### config.mk
export PLATFORM = sky130hd
export DESIGN_NAME = spi_apb_master
export DESIGN_NICKNAME = d
export VERILOG_FILES = /design/src/rtl/spi_apb_master.sv
export SDC_FILE = /design/constraint.sdc
export NUM_CORES = 1
export LEC_CHECK = 0
export BUFFER_PORTS_ARGS = -buffer_cell sky130_fd_sc_hd__buf_2
export CORE_ASPECT_RATIO = 1.2
export CORE_MARGIN = 10
export CORE_UTILIZATION = 35
export CTS_CLUSTER_SIZE = 20
export DETAILED_ROUTE_END_ITERATION = 8
export PLACE_DENSITY_LB_ADDON = 0.25
export SLEW_MARGIN = 20
export SYNTH_ARGS = -nofsm -noshare
export SYNTH_HDL_FRONTEND = slang
export SYNTH_SLANG_ARGS = --single-unit
### constraint.sdc
create_clock -name apb_clk_in -period 2 [get_ports apb_clk_in]
set_clock_uncertainty 0.1 [all_clocks]
set_input_delay 0 -clock apb_clk_in [delete_from_list [all_inputs] [get_ports apb_clk_in]]
set_output_delay 0 -clock apb_clk_in [all_outputs]
set_load 0.05 [all_outputs]
### src/rtl/spi_apb_master.sv
// Single-outstanding APB requester: takes one read/write command, runs SETUP/ACCESS
// with a bounded wait on PREADY, and returns data/status on a valid/ready response port.
module spi_apb_master #(
  parameter int APB_DATA_WIDTH = 32,
  parameter int APB_ADDR_WIDTH = 32,
  parameter int TIMEOUT_CYCLE  = 6
) (
  input  logic                      apb_clk_in,
  input  logic                      apb_rst_in,
  input  logic                      cmd_valid_in,
  output logic                      cmd_ready_out,
  input  logic                      cmd_write_in,
  input  logic [APB_ADDR_WIDTH-1:0] cmd_addr_in,
  input  logic [APB_DATA_WIDTH-1:0] cmd_wdata_in,
  output logic                      rsp_valid_out,
  input  logic                      rsp_ready_in,
  output logic [APB_DATA_WIDTH-1:0] rsp_rdata_out,
  output logic                      rsp_err_out,
  output logic                      rsp_timeout_out,
  output logic [APB_ADDR_WIDTH-1:0] apb_addr_out,
  output logic                      apb_psel_out,
  output logic                      apb_penable_out,
  output logic                      apb_write_out,
  output logic [APB_DATA_WIDTH-1:0] apb_wdata_out,
  input  logic [APB_DATA_WIDTH-1:0] apb_rdata_in,
  input  logic                      apb_ready_in,
  input  logic                      apb_slverr_in
);

  localparam int CNT_W = $clog2(TIMEOUT_CYCLE + 1);
  localparam logic [CNT_W-1:0] CNT_LAST = CNT_W'(TIMEOUT_CYCLE - 1);
  localparam logic [CNT_W-1:0] CNT_ONE  = CNT_W'(1);

  typedef enum logic [1:0] {
    S_IDLE,
    S_SETUP,
    S_ACCESS,
    S_RESP
  } state_t;

  state_t state_q, state_d;

  logic [CNT_W-1:0]          cnt_q;
  logic [APB_ADDR_WIDTH-1:0] addr_q;
  logic                      write_q;
  logic [APB_DATA_WIDTH-1:0] wdata_q;
  logic [APB_DATA_WIDTH-1:0] rsp_rdata_q;
  logic                      rsp_err_q;
  logic                      rsp_timeout_q;

  logic accept;
  logic done_ok;
  logic done_to;
  logic timeout_hit;

  assign timeout_hit = (cnt_q == CNT_LAST);

  // NOTE: sequential state uses non-blocking assignments so every register samples
  // the pre-edge values; blocking here would create order-dependent simulation.
  always_ff @(posedge apb_clk_in) begin
    if (apb_rst_in) state_q <= S_IDLE;
    else            state_q <= state_d;
  end

  // NOTE: every signal written here gets a default first, so no path leaves a
  // value unassigned and no latch is inferred.
  always_comb begin
    state_d = state_q;
    accept  = 1'b0;
    done_ok = 1'b0;
    done_to = 1'b0;
    unique case (state_q)
      S_IDLE: begin
        if (cmd_valid_in) begin
          accept  = 1'b1;
          state_d = S_SETUP;
        end
      end
      S_SETUP: state_d = S_ACCESS;
      S_ACCESS: begin
        if (apb_ready_in) begin
          done_ok = 1'b1;
          state_d = S_RESP;
        end else if (timeout_hit) begin
          done_to = 1'b1;
          state_d = S_RESP;
        end
      end
      S_RESP: begin
        if (rsp_ready_in) state_d = S_IDLE;
      end
      default: state_d = S_IDLE;
    endcase
  end

  // NOTE: a synchronous reset clears every datapath register here; they are few
  // and all visible on ports, so nothing is left uninitialised after reset.
  always_ff @(posedge apb_clk_in) begin
    if (apb_rst_in) begin
      cnt_q         <= '0;
      addr_q        <= '0;
      write_q       <= 1'b0;
      wdata_q       <= '0;
      rsp_rdata_q   <= '0;
      rsp_err_q     <= 1'b0;
      rsp_timeout_q <= 1'b0;
    end else begin
      if (accept) begin
        addr_q  <= cmd_addr_in;
        write_q <= cmd_write_in;
        wdata_q <= cmd_write_in ? cmd_wdata_in : '0;
      end

      // Counter saturates at the abort point, so it never wraps.
      if (state_q == S_SETUP) begin
        cnt_q <= '0;
      end else if (state_q == S_ACCESS && !apb_ready_in && !timeout_hit) begin
        cnt_q <= cnt_q + CNT_ONE;
      end

      if (done_ok) begin
        rsp_rdata_q   <= (!write_q && !apb_slverr_in) ? apb_rdata_in : '0;
        rsp_err_q     <= apb_slverr_in;
        rsp_timeout_q <= 1'b0;
      end else if (done_to) begin
        rsp_rdata_q   <= '0;
        rsp_err_q     <= 1'b1;
        rsp_timeout_q <= 1'b1;
      end
    end
  end

  // Ready is masked during reset so nothing looks acceptable while the block is held.
  assign cmd_ready_out   = (state_q == S_IDLE) && !apb_rst_in;
  assign apb_psel_out    = (state_q == S_SETUP) || (state_q == S_ACCESS);
  assign apb_penable_out = (state_q == S_ACCESS);
  assign apb_addr_out    = addr_q;
  assign apb_write_out   = write_q;
  assign apb_wdata_out   = wdata_q;
  assign rsp_valid_out   = (state_q == S_RESP);
  assign rsp_rdata_out   = rsp_rdata_q;
  assign rsp_err_out     = rsp_err_q;
  assign rsp_timeout_out = rsp_timeout_q;

endmodule

==> results.yml <==
place:
  placed_area_mm2: 0.004822
  hpwl_um: 8450
  place_ws_ns: 0.3350
  routabilityCongestion: 0.7423
  dp_cells: 715
  port_buffers: 205
cts:
  cts_setup_buffers: 0
  clock-sinks: 104
  cts_tree: "built"
  cts.clk_slew.worst_paths_ns: 0.07
  numCtsBuffers: 9
  clock_latency_ns: 0.34
  cts-root-buf: "clkbuf_16"
  cts_buffer_depth: 2
  cts_max_level: 3
worst_hold_path:
  min-delay-start: "apb_rst_in"
  min_path_cells: 2
  hp-class: "in -> reg"
  worst_hold_path.endpoint: "apb_addr_out[16]$_SDFFE_PP0P_"
timing:
  setup_viol: 0
  hold_violations: 0
  worst_slack_ns: 0.2890
  fmax_mhz: 584.5
  fin_crit_ns: 1.711
  finalCritPeriodShare_pct: 85.55
  rsz0062_at_grt: "no"
  slew_headroom_pct: 60.68
  maxSlewViolCount: 0
  tightest_slew_ns: 0.5898
  fin_setup_tns_ns: 0
synthesis:
  synthesis.area_mm2: 0.003714
  synth_top_area_share_pct: 56.06
  yosysSeqAreaShare_pct: 56.06
  synth_cells: 406
  ys_ff_latch: 104
  yosys_warnings: 0
  syn_nets: 516
  yosysUniqueCellTypes: 33
  synth_area_per_cell_um2: 9.147
  ys_top_cells_by_area: "dfxtp_1, nand2_1, a21oi_1, a22o_1, nand3_1"
  synth_top_area_cell: "dfxtp_1"
drt:
  drt-met1-wl_um: 5118
  drt-total-wl_um: 13150
  vias_per_cell: 4.791
  vias: 3981
  top_layer_used: "met4"
  wl_met3_um: 1216
  wl_per_cell_um: 15.82
  drc: 0
  dr.first_iter.drc_count: 242
  postRouteAntennaNets: 0
  wl_met2_um: 6390
  firstDrtPassIters: 4
layout:
  drive_gt1_share_pct: 33.67
  fin_area_mm2: 0.006100
  layout_commonest_cell: "buf_2"
  final_cell_mix: "buf_2, dfxtp_1, dlygate4sd3_1"
  fin_util_pct: 58.29
  nNetsFinal: 806
  syn2layout_area_growth_pct: 64.25
  instances_no_fill: 831
global_routing:
  overflow: 0
  antenna_found_initial: 1
  grt_max_degree: 46
  grt_pass1_wl_um: 20960
  grt_pass1_vias: 4108
  track_usage_pct: 16.80
critical_path:
  r2r_end: "cnt_q[2]$_SDFFE_PP0P_"
  worstPathRequired_ns: 1.90
  worst_setup_path_start_kind: "flop"
  worst-path-max-fanout: 7
  r2r_cells: 5
  setup.worst_path.end_class: "output pin"
  rr_startpoint: "state_q[0]$_SDFFE_PP0P_"
  critical_path_class: "reg -> out"
  worstPathArrival_ns: 1.61
  r2r_slack_ns: 0.30
pwr:
  power.density_cell_area_mw_per_mm2: 1043
  cellLeakagePower_uw: 0.002849
  vdd_ir_drop_max_mv: 0.5843
die:
  fp.dieH_um: 132.8
  ioPinCount: 206
  rows: 41
  fp.coreArea_mm2: 0.01047
  initial_core_util_pct: 35.49
  die_w_um: 114.0
  die_area_mm2: 0.01515
run_status:
  status: "complete, no violations"
run:
  maxCapViolations: 0
==> synthesized netlist by cell type, drive strengths merged <==
cell type,number
o31ai,1
or4,1
or2,1
nand2b,2
nor4,2
a21o,1
a311oi,1
nand2,100
a22o,32
ha,7
a211o,1
nor2,1
a211oi,2
inv,5
o21ai,1
nor3,1
a21oi,71
buf,21
and2,1
a31oi,1
clkbuf,12
nor2b,3
or3,1
dfxtp,104
nand3,32
mux2i,1
==> through the flow <==
step	hold WS (ns)	total power [µW]
2_1_floorplan	-0.003974	4040
3_3_place_gp	0.1156	4584
3_5_place_dp	0.1197	4606
4_1_cts	0.07192	6432
5_1_grt	0.09341	6683
6_report	0.07344	6363
==> sequential cells by signal (all words and copies together), names as in the netlist <==
signal	flops
apb_addr_out	32
apb_wdata_out	32
apb_write_out	1
cnt_q	3
rsp_err_out	1
rsp_rdata_out	32
rsp_timeout_out	1
state_q	2
==> how the worst max path moves through the flow <==
stage                                  startpoint                             end  slack [ns]  cells after the start
after floorplan           state_q[0]$_SDFFE_PP0P_           cnt_q[2]$_SDFFE_PP0P_        0.09                      6
after global placement      cnt_q[1]$_SDFFE_PP0P_  rsp_rdata_out[16]$_SDFFE_PP0P_        0.39                      6
after detailed placement  state_q[0]$_SDFFE_PP0P_           cnt_q[2]$_SDFFE_PP0P_        0.33                      5
after CTS                 state_q[0]$_SDFFE_PP0P_                 apb_penable_out        0.27                      4
after global routing      state_q[0]$_SDFFE_PP0P_                 apb_penable_out        0.20                      4
final                     state_q[0]$_SDFFE_PP0P_                 apb_penable_out        0.29                      4
==> power breakdown <==
group | leakage, µW | internal, µW | switching [µW]
clock network | 0.000141 | 908 | 745
registers | 0.000846 | 2320 | 127
logic | 0.00186 | 658 | 1610
==> worst max-delay path: stages (launching register included) <==
cell     delay (ns)
dfxtp_1        0.33
inv_1          0.13
ha_1           0.34
buf_4          0.21
buf_2          0.27
==> cell families (layout without fill, tap and decap cells) <==
group | count (synthesis) | count (layout) | share of synthesized area [%]
fa+ha+maj | 7 | 7 | 2.358
mux | 1 | 1 | 0.2696
compound gates | 111 | 111 | 18.80
flops | 104 | 104 | 56.06
other cells | 0 | 1 | 0
simple gates | 145 | 145 | 17.15
buf+inv | 38 | 333 | 5.357
==> cell type report <==
cell class | instances | area (µm²)
tap | 129 | 161.4
clock buffer | 11 | 252.7
timing repair buffer | 312 | 2115
clock inverter | 5 | 31.28
sequential | 104 | 2082
multi-input combinational | 264 | 1436
antenna | 1 | 2.502
fill | 889 | 4365
inverter | 5 | 18.77
==> per-layer routing <==
layer,track usage [%],vias up
met5,0,-
met4,8.717,0
met3,6.377,27
met2,28.20,176
met1,17.72,1808
li1,-,1970
==> repair_timing <==
action                                 in CTS  in global routing
endpoints found under the hold margin     100                  0
hold buffers                               99                  0
gates resized for setup                     0                  0
Note: power is estimated with default switching activity, not from simulation.
